===== src/rtl/ascon_pkg.sv =====
// Shared types and constants for the ASCON block packer slice.
package ascon_pkg;

   localparam int unsigned BLOCK_BYTES = 8;
   localparam logic [3:0]  FULL_LEN    = 4'd8;

   typedef struct packed {
      logic [63:0] data;
      logic [3:0]  len;
   } ascon_blk_t;

   typedef enum logic {
      FILL,
      PAD0
   } pack_state_t;

endpackage


===== src/rtl/ascon_block_packer_if.sv =====
// Byte stream in, block stream out, between the feeder and the ASCON controller.
interface ascon_block_packer_if;

   logic [7:0]  s_data;
   logic        s_valid;
   logic        s_last;
   logic        s_null;
   logic        s_ready;
   logic        blk_take;
   logic [63:0] blk_data;
   logic [3:0]  blk_len;
   logic        blk_valid;

   modport master (
      output s_data, s_valid, s_last, s_null, blk_take,
      input  s_ready, blk_data, blk_len, blk_valid
   );

   modport slave (
      input  s_data, s_valid, s_last, s_null, blk_take,
      output s_ready, blk_data, blk_len, blk_valid
   );

endinterface


===== src/rtl/ascon_blk_fifo.sv =====
// Small synchronous FIFO of rate blocks; head entry reads zero when empty.
module ascon_blk_fifo
   import ascon_pkg::*;
#(
   parameter int unsigned DEPTH = 2
) (
   input  logic                    clk,
   input  logic                    nRST,
   input  logic                    i_clr,
   input  logic                    i_push,
   input  ascon_blk_t              i_din,
   input  logic                    i_pop,
   output ascon_blk_t              o_dout,
   output logic                    o_full,
   output logic                    o_empty,
   output logic [$clog2(DEPTH):0]  o_level
);

   localparam int unsigned AW = $clog2(DEPTH);
   localparam int unsigned LW = AW + 1;

   ascon_blk_t       r_mem [DEPTH];
   logic [AW-1:0]    r_wr_ptr;
   logic [AW-1:0]    r_rd_ptr;
   logic [LW-1:0]    r_level;

   assign o_full  = (r_level == LW'(DEPTH));
   assign o_empty = (r_level == '0);
   assign o_level = r_level;
   assign o_dout  = o_empty ? '0 : r_mem[r_rd_ptr];

   // Storage, pointers and occupancy; clear has priority over push/pop.
   always_ff @(posedge clk or negedge nRST) begin
      if (!nRST) begin
         r_wr_ptr <= '0;
         r_rd_ptr <= '0;
         r_level  <= '0;
         for (int unsigned i = 0; i < DEPTH; i++) begin
            r_mem[i] <= '0;
         end
      end else if (i_clr) begin
         r_wr_ptr <= '0;
         r_rd_ptr <= '0;
         r_level  <= '0;
      end else begin
         if (i_push) begin
            r_mem[r_wr_ptr] <= i_din;
            r_wr_ptr        <= r_wr_ptr + AW'(1);
         end
         if (i_pop) begin
            r_rd_ptr <= r_rd_ptr + AW'(1);
         end
         case ({i_push, i_pop})
            2'b10:   r_level <= r_level + LW'(1);
            2'b01:   r_level <= r_level - LW'(1);
            default: r_level <= r_level;
         endcase
      end
   end

   // The caller gates pops with non-empty and pushes with non-full.
   a_no_pop_empty: assert property (@(posedge clk) disable iff (!nRST) !(i_pop && o_empty && !i_clr));
   a_no_push_full: assert property (@(posedge clk) disable iff (!nRST) !(i_push && o_full && !i_clr));

endmodule


===== src/rtl/ascon_block_packer.sv =====
// Packs a byte stream into 64-bit ASCON rate blocks with byte counts, queued for the controller.
module ascon_block_packer
   import ascon_pkg::*;
#(
   parameter int unsigned DEPTH = 2
) (
   input  logic                    clk,
   input  logic                    nRST,
   input  logic                    clr,
   ascon_block_packer_if.slave     bus,
   output logic [$clog2(DEPTH):0]  fifo_level,
   output logic                    underflow
);

   localparam logic [2:0] LAST_IDX = 3'(BLOCK_BYTES - 1);

   pack_state_t r_state;
   pack_state_t w_state_nxt;
   logic [63:0] r_acc;
   logic [63:0] w_acc_nxt;
   logic [63:0] w_ins;
   logic [2:0]  r_cnt;
   logic [2:0]  w_cnt_nxt;
   logic        w_accept;
   logic        w_push;
   logic        w_pop;
   logic        w_full;
   logic        w_empty;
   logic        r_underflow;
   ascon_blk_t  w_push_blk;
   ascon_blk_t  w_head;

   // Registered terms only, so blk_take never reaches s_ready combinationally.
   assign bus.s_ready   = (r_state == FILL) && !w_full;
   assign w_accept      = bus.s_valid && bus.s_ready;
   assign w_pop         = bus.blk_take && !w_empty;
   assign w_ins         = r_acc | ({56'b0, bus.s_data} << {3'd7 - r_cnt, 3'b000});

   assign bus.blk_data  = w_head.data;
   assign bus.blk_len   = w_head.len;
   assign bus.blk_valid = !w_empty;
   assign underflow     = r_underflow;

   // Next-state, accumulator update and block push decisions.
   always_comb begin
      w_state_nxt = r_state;
      w_acc_nxt   = r_acc;
      w_cnt_nxt   = r_cnt;
      w_push      = 1'b0;
      w_push_blk  = '0;
      case (r_state)
         FILL: begin
            if (w_accept) begin
               if (bus.s_null) begin
                  w_push          = 1'b1;
                  w_push_blk.data = r_acc;
                  w_push_blk.len  = {1'b0, r_cnt};
                  w_acc_nxt       = '0;
                  w_cnt_nxt       = '0;
               end else if (bus.s_last || (r_cnt == LAST_IDX)) begin
                  w_push          = 1'b1;
                  w_push_blk.data = w_ins;
                  w_push_blk.len  = (r_cnt == LAST_IDX) ? FULL_LEN : ({1'b0, r_cnt} + 4'd1);
                  w_acc_nxt       = '0;
                  w_cnt_nxt       = '0;
                  // A segment ending exactly on a block boundary still needs its len-0 block.
                  if (bus.s_last && (r_cnt == LAST_IDX)) begin
                     w_state_nxt = PAD0;
                  end
               end else begin
                  w_acc_nxt = w_ins;
                  w_cnt_nxt = r_cnt + 3'd1;
               end
            end
         end
         PAD0: begin
            if (!w_full) begin
               w_push      = 1'b1;
               w_state_nxt = FILL;
            end
         end
         default: w_state_nxt = FILL;
      endcase
   end

   // Packer state register; clr flushes any partial block.
   always_ff @(posedge clk or negedge nRST) begin
      if (!nRST) begin
         r_state <= FILL;
         r_acc   <= '0;
         r_cnt   <= '0;
      end else if (clr) begin
         r_state <= FILL;
         r_acc   <= '0;
         r_cnt   <= '0;
      end else begin
         r_state <= w_state_nxt;
         r_acc   <= w_acc_nxt;
         r_cnt   <= w_cnt_nxt;
      end
   end

   // Sticky flag for a take issued against an empty queue.
   always_ff @(posedge clk or negedge nRST) begin
      if (!nRST) begin
         r_underflow <= 1'b0;
      end else if (clr) begin
         r_underflow <= 1'b0;
      end else if (bus.blk_take && w_empty) begin
         r_underflow <= 1'b1;
      end
   end

   ascon_blk_fifo #(
      .DEPTH (DEPTH)
   ) u_fifo (
      .clk     (clk),
      .nRST    (nRST),
      .i_clr   (clr),
      .i_push  (w_push),
      .i_din   (w_push_blk),
      .i_pop   (w_pop),
      .o_dout  (w_head),
      .o_full  (w_full),
      .o_empty (w_empty),
      .o_level (fifo_level)
   );

endmodule

===== src/flat_wrapper.sv =====
// flat-port wrapper written by rule: the top's interface ports become plain ports
module ascon_block_packer_flat import ascon_pkg::*;
#(
   parameter int unsigned DEPTH = 2
)
  (clk, nRST, clr, fifo_level, underflow, bus_s_data, bus_s_valid, bus_s_last, bus_s_null, bus_blk_take, bus_s_ready, bus_blk_data, bus_blk_len, bus_blk_valid);
  ascon_block_packer_if bus_i ();
  input  logic clk;
  input  logic nRST;
  input  logic clr;
  output logic [$clog2(DEPTH):0] fifo_level;
  output logic underflow;
  input wire logic [$bits(bus_i.s_data)-1:0] bus_s_data;
  input wire logic [$bits(bus_i.s_valid)-1:0] bus_s_valid;
  input wire logic [$bits(bus_i.s_last)-1:0] bus_s_last;
  input wire logic [$bits(bus_i.s_null)-1:0] bus_s_null;
  input wire logic [$bits(bus_i.blk_take)-1:0] bus_blk_take;
  output wire logic [$bits(bus_i.s_ready)-1:0] bus_s_ready;
  output wire logic [$bits(bus_i.blk_data)-1:0] bus_blk_data;
  output wire logic [$bits(bus_i.blk_len)-1:0] bus_blk_len;
  output wire logic [$bits(bus_i.blk_valid)-1:0] bus_blk_valid;
  assign bus_i.s_data = bus_s_data;
  assign bus_i.s_valid = bus_s_valid;
  assign bus_i.s_last = bus_s_last;
  assign bus_i.s_null = bus_s_null;
  assign bus_i.blk_take = bus_blk_take;
  assign bus_s_ready = bus_i.s_ready;
  assign bus_blk_data = bus_i.blk_data;
  assign bus_blk_len = bus_i.blk_len;
  assign bus_blk_valid = bus_i.blk_valid;
  ascon_block_packer #(.DEPTH(DEPTH)) u_core (.clk(clk), .nRST(nRST), .clr(clr), .bus(bus_i), .fifo_level(fifo_level), .underflow(underflow));
endmodule

===== config.mk =====
export PLATFORM = sky130hd
export DESIGN_NAME = ascon_block_packer_flat
export DESIGN_NICKNAME = d
export VERILOG_FILES = /design/src/rtl/ascon_pkg.sv /design/src/rtl/ascon_block_packer_if.sv /design/src/rtl/ascon_blk_fifo.sv /design/src/rtl/ascon_block_packer.sv /design/src/flat_wrapper.sv
export SDC_FILE = /design/constraint.sdc
export NUM_CORES = 1
export LEC_CHECK = 0
export ABC_AREA = 1
export BUFFER_PORTS_ARGS = -buffer_cell sky130_fd_sc_hd__buf_2
export CAP_MARGIN = 25
export CORE_MARGIN = 10
export CORE_UTILIZATION = 54
export DETAILED_ROUTE_END_ITERATION = 16
export GPL_TIMING_DRIVEN = 0
export PLACE_DENSITY = 0.71
export SLEW_MARGIN = 15
export SYNTH_ARGS = -nofsm -noshare
export SYNTH_HDL_FRONTEND = slang
export SYNTH_SLANG_ARGS = --single-unit
export TNS_END_PERCENT = 30

===== constraint.sdc =====
create_clock -name clk -period 4.4 [get_ports clk]
set_clock_uncertainty 0.05 [all_clocks]
set_input_delay 0.88 -clock clk [delete_from_list [all_inputs] [get_ports clk]]
set_output_delay 0.88 -clock clk [all_outputs]
set_load 0.05 [all_outputs]

==> summary.md, run 1 <==
| Metric | Value |
|---|---|
| Synthesis-to-finish area growth | 14.79% |
| Syn. warnings | 0 |
| Filler cells | ~1600 |
| Sequential power share | 44.1% |
| Layout cells sized above 1 | 12.14% |
| DRC | 0 |
| Synth top area share | 51.85% |
| CTS tree | built |
| CP max FO | 10 |
| # setup viols final | 0 |
| CTS root buf | clkbuf_16 |
| Async S/R FF share, synth | 100.0% |
| Dpl hpwl | 20710 um |
| Antenna cells | 0 |
| Die H | 156.7 um |
| Sw frac | a little under a third |
| Maxcap violations | 0 |
| Initial antenna violation count | 0 |
| Critical path class | reg2out |
| Die W | between 150 and 200 um |
| Post-CTS Setup Bufs | 0 |
| Total CTS buffers | 23 |
| Vias in the first global route | 8735 |
| Worst Hold Slack | about 0.26 ns |
| Internal power | ~3300 uW |
| H-tree depth | 1 |
| Hold WC Path Type | in2async |
| Mapped cell area | between 10000 and 15000 um2 |
| LEAKAGE | 0.005392 uW |
| Syn Nets | 1280 |
| VDD IR max | 0.2925 mV |
| Wire per inst | 18.12 um |
| Synth top cells by count | nand2_1 (366), dfrtp_1 (209), a21oi_1 (137) |
| Worst Tran Pin Value | 0.7218 ns |
| RSZ-0062 raised after global routing | no |
| P_sw | 1446 uW |
| Post_cts resized | 0 |
| CTS max path bufs | 3 |
| Via density | about 5.6 |
| Worst Setup End Kind | output port |
| First-pass DRT Iterations | 5 |
| WP data arrival | 2.87 ns |
| GR Overflow Total | 0 |
| Starting density of the core | 55.58% |
| Hold-fix buffers, CTS | 0 |
| Multi-input logic area | 4036 um2 |
| Post-Syn Instances | 1263 |
| Register area share after synthesis | between 50 and 60% |
| Die area | 24540 um2 |
| Number of synthesized flops with an enable pin | 0 |
| Final wirelength | 29380 um |
| Largest net degree at the start of global routing | 81 |
| Number of nets with antenna violations after detailed routing | 0 |
| Outcome | finished, final reports clean |
| RePlAce Congestion | about 0.98 |
| Most area-consuming cells after synthesis | dfrtp_1 (52%), nand2_1 (14%), a21oi_1 (6.8%), o21ai_0 (6.5%), inv_1 (3.6%) |
| Main synth FF type | dfrtp_1 |
| Worst skew pair latency | 0.51 ns |
| Syn avg cell area | 7.986 um2 |
| Clk slew on worst S/H paths | ~0.06 ns |
| First-pass GRT wire length | 47350 um |
| CP required | roughly 3.5 ns |
| Nets@finish | 1394 |
| Slew headroom | just over 50% |
| Io pins | about 90 |
| Startpoint types | register |
| Reg area | 5230 um2 |
| Fin. Hold Viols | 0 |
| Largest stage delay, worst path | 0.60 ns |
| Min Tclk post-route | 3.799 ns |
| Crit path top cell by count | clkbuf_1 |
| FP Rows | 49 |
| Clock share of power | 38.4% |
| Vias post-DR | 9026 |
| Port bufs | 87 |
| Worst path slowest cell | dfrtp_1 |
| Core ar. | 18150 um2 |
| Total Routing Usage GR | between 20% and 30% |
| DR iter-0 viols | 865 |
| Buffers & Inverters on Critical Path | 3 |
| Combinational group share of total power | ~17% |
| Post-synthesis cell type count | 30 |
| Share of the core filled with cells | 63.80% |
| Power per standard cell area | between 400 and 500 nW/um2 |
| CP delay by family, top | buffers and inverters |
| Synth area leader | dfrtp_1 |
| Period utilisation layout | between 80 and 90% |
| Final count of pins violating max slew | 0 |
| CTS Sinks | about 210 |
| Max Freq | 0.2632 GHz |
| Post-Route Setup TNS | 0 ns |
| Synth Register Bits | approximately 210 |
| Most frequent cell after synthesis | nand2_1 |
| CP cell instances | clkbuf_1 -> clkbuf_1 -> nand2_1 -> a21oi_1 -> buf_2 |
[stage by stage]
stage / area [um2] / power [uW] / worst slack, ns / cells
2_1_floorplan: 10090 / 2651 / 1.056 / 1263
3_3_place_gp: 10810 / 2924 / -1.230 / 1579
3_5_place_dp: 10870 / 2940 / 1.187 / 1581
4_1_cts: 11580 / 4744 / 0.6409 / 1621
5_1_grt: 11580 / 4900 / 0.5229 / 1621
6_report: 11580 / 4728 / 0.6006 / 1621
[logic make-up after synthesis]
kind of cell               after synthesis  synth area share (%)
AOI/OAI and AO/OA                      370                 20.26
adders and majority gates                2                0.2481
buffers and inverters                  190                 8.125
DFF                                    209                 51.85
and+or+nand+nor                        492                 19.51
[worst paths after layout]
path | start | slack, ns | cells after the start | endpoint
worst max-delay path | u_core.u_fifo.r_rd_ptr$_DFFE_PN0P_ | 0.60 | 5 | bus_blk_data[45]
worst min-delay path | nRST | 0.26 | 1 | u_core.u_fifo.r_mem[48]$_DFFE_PN0P_
worst max register to register | u_core.r_cnt[0]$_DFFE_PN0P_ | 1.88 | 11 | u_core.u_fifo.r_mem[72]$_DFFE_PN0P_
worst min register to register | u_core.u_fifo.r_mem[131]$_DFFE_PN0P_ | 0.42 | 2 | u_core.u_fifo.r_mem[131]$_DFFE_PN0P_
max in group asynchronous | nRST | 3.25 | 2 | u_core.u_fifo.r_mem[28]$_DFFE_PN0P_
min in group clk | u_core.u_fifo.r_mem[131]$_DFFE_PN0P_ | 0.42 | 2 | u_core.u_fifo.r_mem[131]$_DFFE_PN0P_
[cell type report]
| class | instances | share of cell area, % |
|---|---|---|
| inverter | 103 | 3.339 |
| clock buffer | 36 | 5.912 |
| clock inverter | 4 | 0.1729 |
| tap | 229 | 2.475 |
| multi-input combinational | 864 | 34.86 |
| buffer | 87 | 3.739 |
| timing repair buffer | 89 | 4.323 |
| sequential | 209 | 45.17 |
[flip-flops by register name (all words and copies together), names as in the netlist]
name	count
u_core.u_fifo.r_mem	136
u_core.r_acc	64
u_core.r_cnt	3
u_core.u_fifo.o_level	2
u_core.r_state	1
u_core.u_fifo.r_rd_ptr	1
u_core.u_fifo.r_wr_ptr	1
u_core.underflow	1
[placed cells by master, fill, tap and decap left out, drive strengths merged, types with 17 or more instances in the layout]
master / count
clkbuf: 81
buf: 131
a21oi: 138
inv: 101
nor3: 48
o21ai: 151
nor2: 57
dfrtp: 209
nand2: 368
a31oi: 17
o21bai: 24
[power groups by stage]
| stage | sequential [uW] | combinational, uW | clock, uW |
|---|---|---|---|
| floorplan | 2120 | 529 | 0 |
| global placement | 2120 | 808 | 0 |
| detailed placement | 2120 | 820 | 0 |
| CTS | 2090 | 824 | 1830 |
| global route | 2100 | 901 | 1900 |
| finish | 2090 | 825 | 1820 |
[routing by layer]
layer | part of all wire [%] | global-route usage, % | vias to the layer above
met4 | 2.8 | 7.461 | 0
met3 | 6.9 | 4.084 | 62
met5 | 0 | 0 | -
li1 | - | - | 4361
met1 | 46 | 33.86 | 4270
met2 | 44 | 36.52 | 333
(Power assumes the default switching activity.)
==> run 2: changes to the inputs <==
--- a/config.mk
+++ b/config.mk
@@ -12,7 +12,7 @@
 export CORE_UTILIZATION = 54
 export DETAILED_ROUTE_END_ITERATION = 16
 export GPL_TIMING_DRIVEN = 0
-export PLACE_DENSITY = 0.71
+export PLACE_DENSITY = 0.78
 export SLEW_MARGIN = 15
 export SYNTH_ARGS = -nofsm -noshare
 export SYNTH_HDL_FRONTEND = slang
==> summary.md, run 2 (same netlist as run 1, synthesis figures left out) <==
| Metric | Value |
|---|---|
| Port bufs | 87 (unchanged) |
| DP Worst Slack | 1.200 ns (+0.01344 ns) |
| Synthesis-to-finish area growth | 15.73% |
| CP max FO | 10 (unchanged) |
| CP delay by family, top | buffers and inverters |
| Hold-fix buffers, CTS | 0 (unchanged) |
| CP required | 3.47 ns (about the same) |
| Vias in the first global route | 8788 (+0.61%) |
| Post_cts resized | 0 (unchanged) |
| Slew headroom | 51.20% (-0.68 points) |
| Vias post-DR | 9343 (+3.5%) |
| Worst Hold Slack | 0.2302 ns (-0.03276 ns) |
| WP data arrival | 2.92 ns (+0.05 ns) |
| Post-Route Setup TNS | 0 ns (unchanged) |
| Maxcap violations | 0 (unchanged) |
| Min Tclk post-route | 3.851 ns (+0.05183 ns) |
| Most common cell after layout, fill and taps aside | nand2_1 |
| Starting density of the core | 55.58% (unchanged) |
| FP Rows | 49 (unchanged) |
| CTS tree | built |
| Largest stage delay, worst path | 0.61 ns (about the same) |
| Critical path class | reg2out |
| Die W | 156.7 um (unchanged) |
| Total CTS buffers | 24 (+4.3%) |
| Power per standard cell area | 422.1 nW/um2 (+3.4%) |
| Layout cells sized above 1 | 12.61% (+0.47 points) |
| Die area | 24540 um2 (unchanged) |
| Final setup margin | 0.5488 ns (-0.05183 ns) |
| Final count of pins violating max slew | 0 (unchanged) |
| GR Overflow Total | 0 (unchanged) |
| Hold WC Path Type | in2async |
| Largest net degree at the start of global routing | 89 (+9.9%) |
| H-tree depth | 1 (unchanged) |
| Crit path top cell by count | clkbuf_1 |
| Regs by FF count | u_core.u_fifo.r_mem (136), u_core.r_acc (64), u_core.r_cnt (3) |
| Number of nets with antenna violations after detailed routing | 0 (unchanged) |
| Via density | 5.750 (+3.3%) |
| First-pass DRT Iterations | 5 (unchanged) |
| Antenna cells | 0 (unchanged) |
| # setup viols final | 0 (unchanged) |
| Clk slew on worst S/H paths | 0.06 ns (about the same) |
| Outcome | finished, final reports clean |
| VDD IR max | 0.4041 mV (+38%) |
| Nets@finish | 1395 (+0.072%) |
| Io pins | 88 (unchanged) |
| Total Routing Usage GR | 23.48% (-0.37 points) |
| Worst path slowest cell | dfrtp_1 |
| CTS Sinks | 209 (unchanged) |
| Worst Setup End Kind | output port |
| Max Freq | 0.2597 GHz (-1.3%) |
| LEAKAGE | 0.005432 uW (+0.74%) |
| Buffers & Inverters on Critical Path | 3 (unchanged) |
| Most frequent cells in the layout | nand2_1 (366), dfrtp_1 (209), a21oi_1 (137) |
| Post-CTS Setup Bufs | 0 (unchanged) |
| RePlAce Congestion | 0.9315 (-5.0%) |
| Die H | 156.7 um (unchanged) |
| CTS max path bufs | 3 (unchanged) |
| CTS root buf | clkbuf_16 |
| Period utilisation layout | 87.53% (+1.2 points) |
| First-pass GRT wire length | 46790 um (-1.2%) |
| Startpoint types | register |
| Core ar. | 18150 um2 (unchanged) |
| Final wirelength | 29290 um (-0.31%) |
| Dpl hpwl | 20370 um (-1.6%) |
| Initial antenna violation count | 1 (+1) |
| Top reg by flops | u_core.u_fifo.r_mem |
| Max reg flops | 136 (unchanged) |
| Worst skew pair latency | 0.52 ns (about the same) |
| DRC | 0 (unchanged) |
| Wire per inst | 18.02 um (-0.55%) |
| Tot Pwr | 4927 uW (+4.2%) |
| RSZ-0062 raised after global routing | no |
| Worst Tran Pin Value | 0.7320 ns (+0.01018 ns) |
| Fin. Hold Viols | 0 (unchanged) |
| CP cell instances | clkbuf_1 -> clkbuf_1 -> nand2_1 -> a21oi_1 -> buf_2 |
| DR iter-0 viols | 1042 (+20%) |
run 2: cell count changes in the layout (fill, tap and decap cells not counted):
cell | before | now
bufinv_16 | 0 | 2
clkbuf_1 | 52 | 49
clkbuf_16 | 23 | 25
clkbuf_8 | 6 | 3
clkinv_2 | 4 | 7
clkinvlp_4 | 0 | 3
run 2: where the power goes:
group / leakage [uW] / switching (uW) / internal (uW)
registers: 0.00286 / 48.2 / 2040
clock network: 0.000390 / 806 / 1210
logic: 0.00218 / 645 / 182
run 2: worst reg2reg max path, stage by stage, from the launching register on:
cell      delay [ns]
dfrtp_1         0.37
ha_1            0.16
ha_1            0.19
nor2_2          0.07
nand2_1         0.10
nand3_4         0.17
nand2_2         0.15
nand2_2         0.12
inv_2           0.17
clkbuf_1        0.50
o21ai_0         0.21
run 2: worst paths after layout:
kind | cells after the start | slack (ns) | to | from
hold reg to reg | 2 | 0.42 | u_core.u_fifo.r_mem[98]$_DFFE_PN0P_ | u_core.u_fifo.r_mem[98]$_DFFE_PN0P_
hold / removal | 1 | 0.23 | u_core.u_fifo.r_mem[114]$_DFFE_PN0P_ | nRST
setup reg to reg | 10 | 1.98 | u_core.u_fifo.r_mem[62]$_DFFE_PN0P_ | u_core.r_cnt[0]$_DFFE_PN0P_
setup / recovery | 5 | 0.55 | bus_blk_data[45] | u_core.u_fifo.r_rd_ptr$_DFFE_PN0P_
min in group clk | 2 | 0.42 | u_core.u_fifo.r_mem[98]$_DFFE_PN0P_ | u_core.u_fifo.r_mem[98]$_DFFE_PN0P_
max in group asynchronous | 3 | 2.95 | u_core.u_fifo.r_mem[28]$_DFFE_PN0P_ | nRST
run 2: cell type report:
class / instances / area (um2)
Fill cell: 1527 / 6475
Sequential cell: 209 / 5230
Multi-Input combinational cell: 864 / 4036
Clock buffer: 32 / 681.9
Timing Repair Buffer: 89 / 500.5
Buffer: 87 / 432.9
Inverter: 103 / 386.6
Tap cell: 229 / 286.5
Clock inverter: 12 / 117.6
run 2: metal layers:
metal	part of all wire [%]	GRT usage, %	up-vias
met5	0	0	-
met4	3.2	8.090	0
met3	8.6	4.194	72
met2	45	36.12	443
met1	43	32.79	4450
li1	-	-	4378
run 2: metrics by stage:
| step | instance area (um2) | utilization, % | instances |
|---|---|---|---|
| 5_1_grt | 11670 | 64.32 | 1625 |
| 3_3_place_gp | 10810 | 59.56 | 1579 |
| 6_report | 11670 | 64.32 | 1625 |
| 2_1_floorplan | 10090 | - | 1263 |
| 3_5_place_dp | 10870 | 59.91 | 1581 |
| 4_1_cts | 11670 | 64.32 | 1625 |
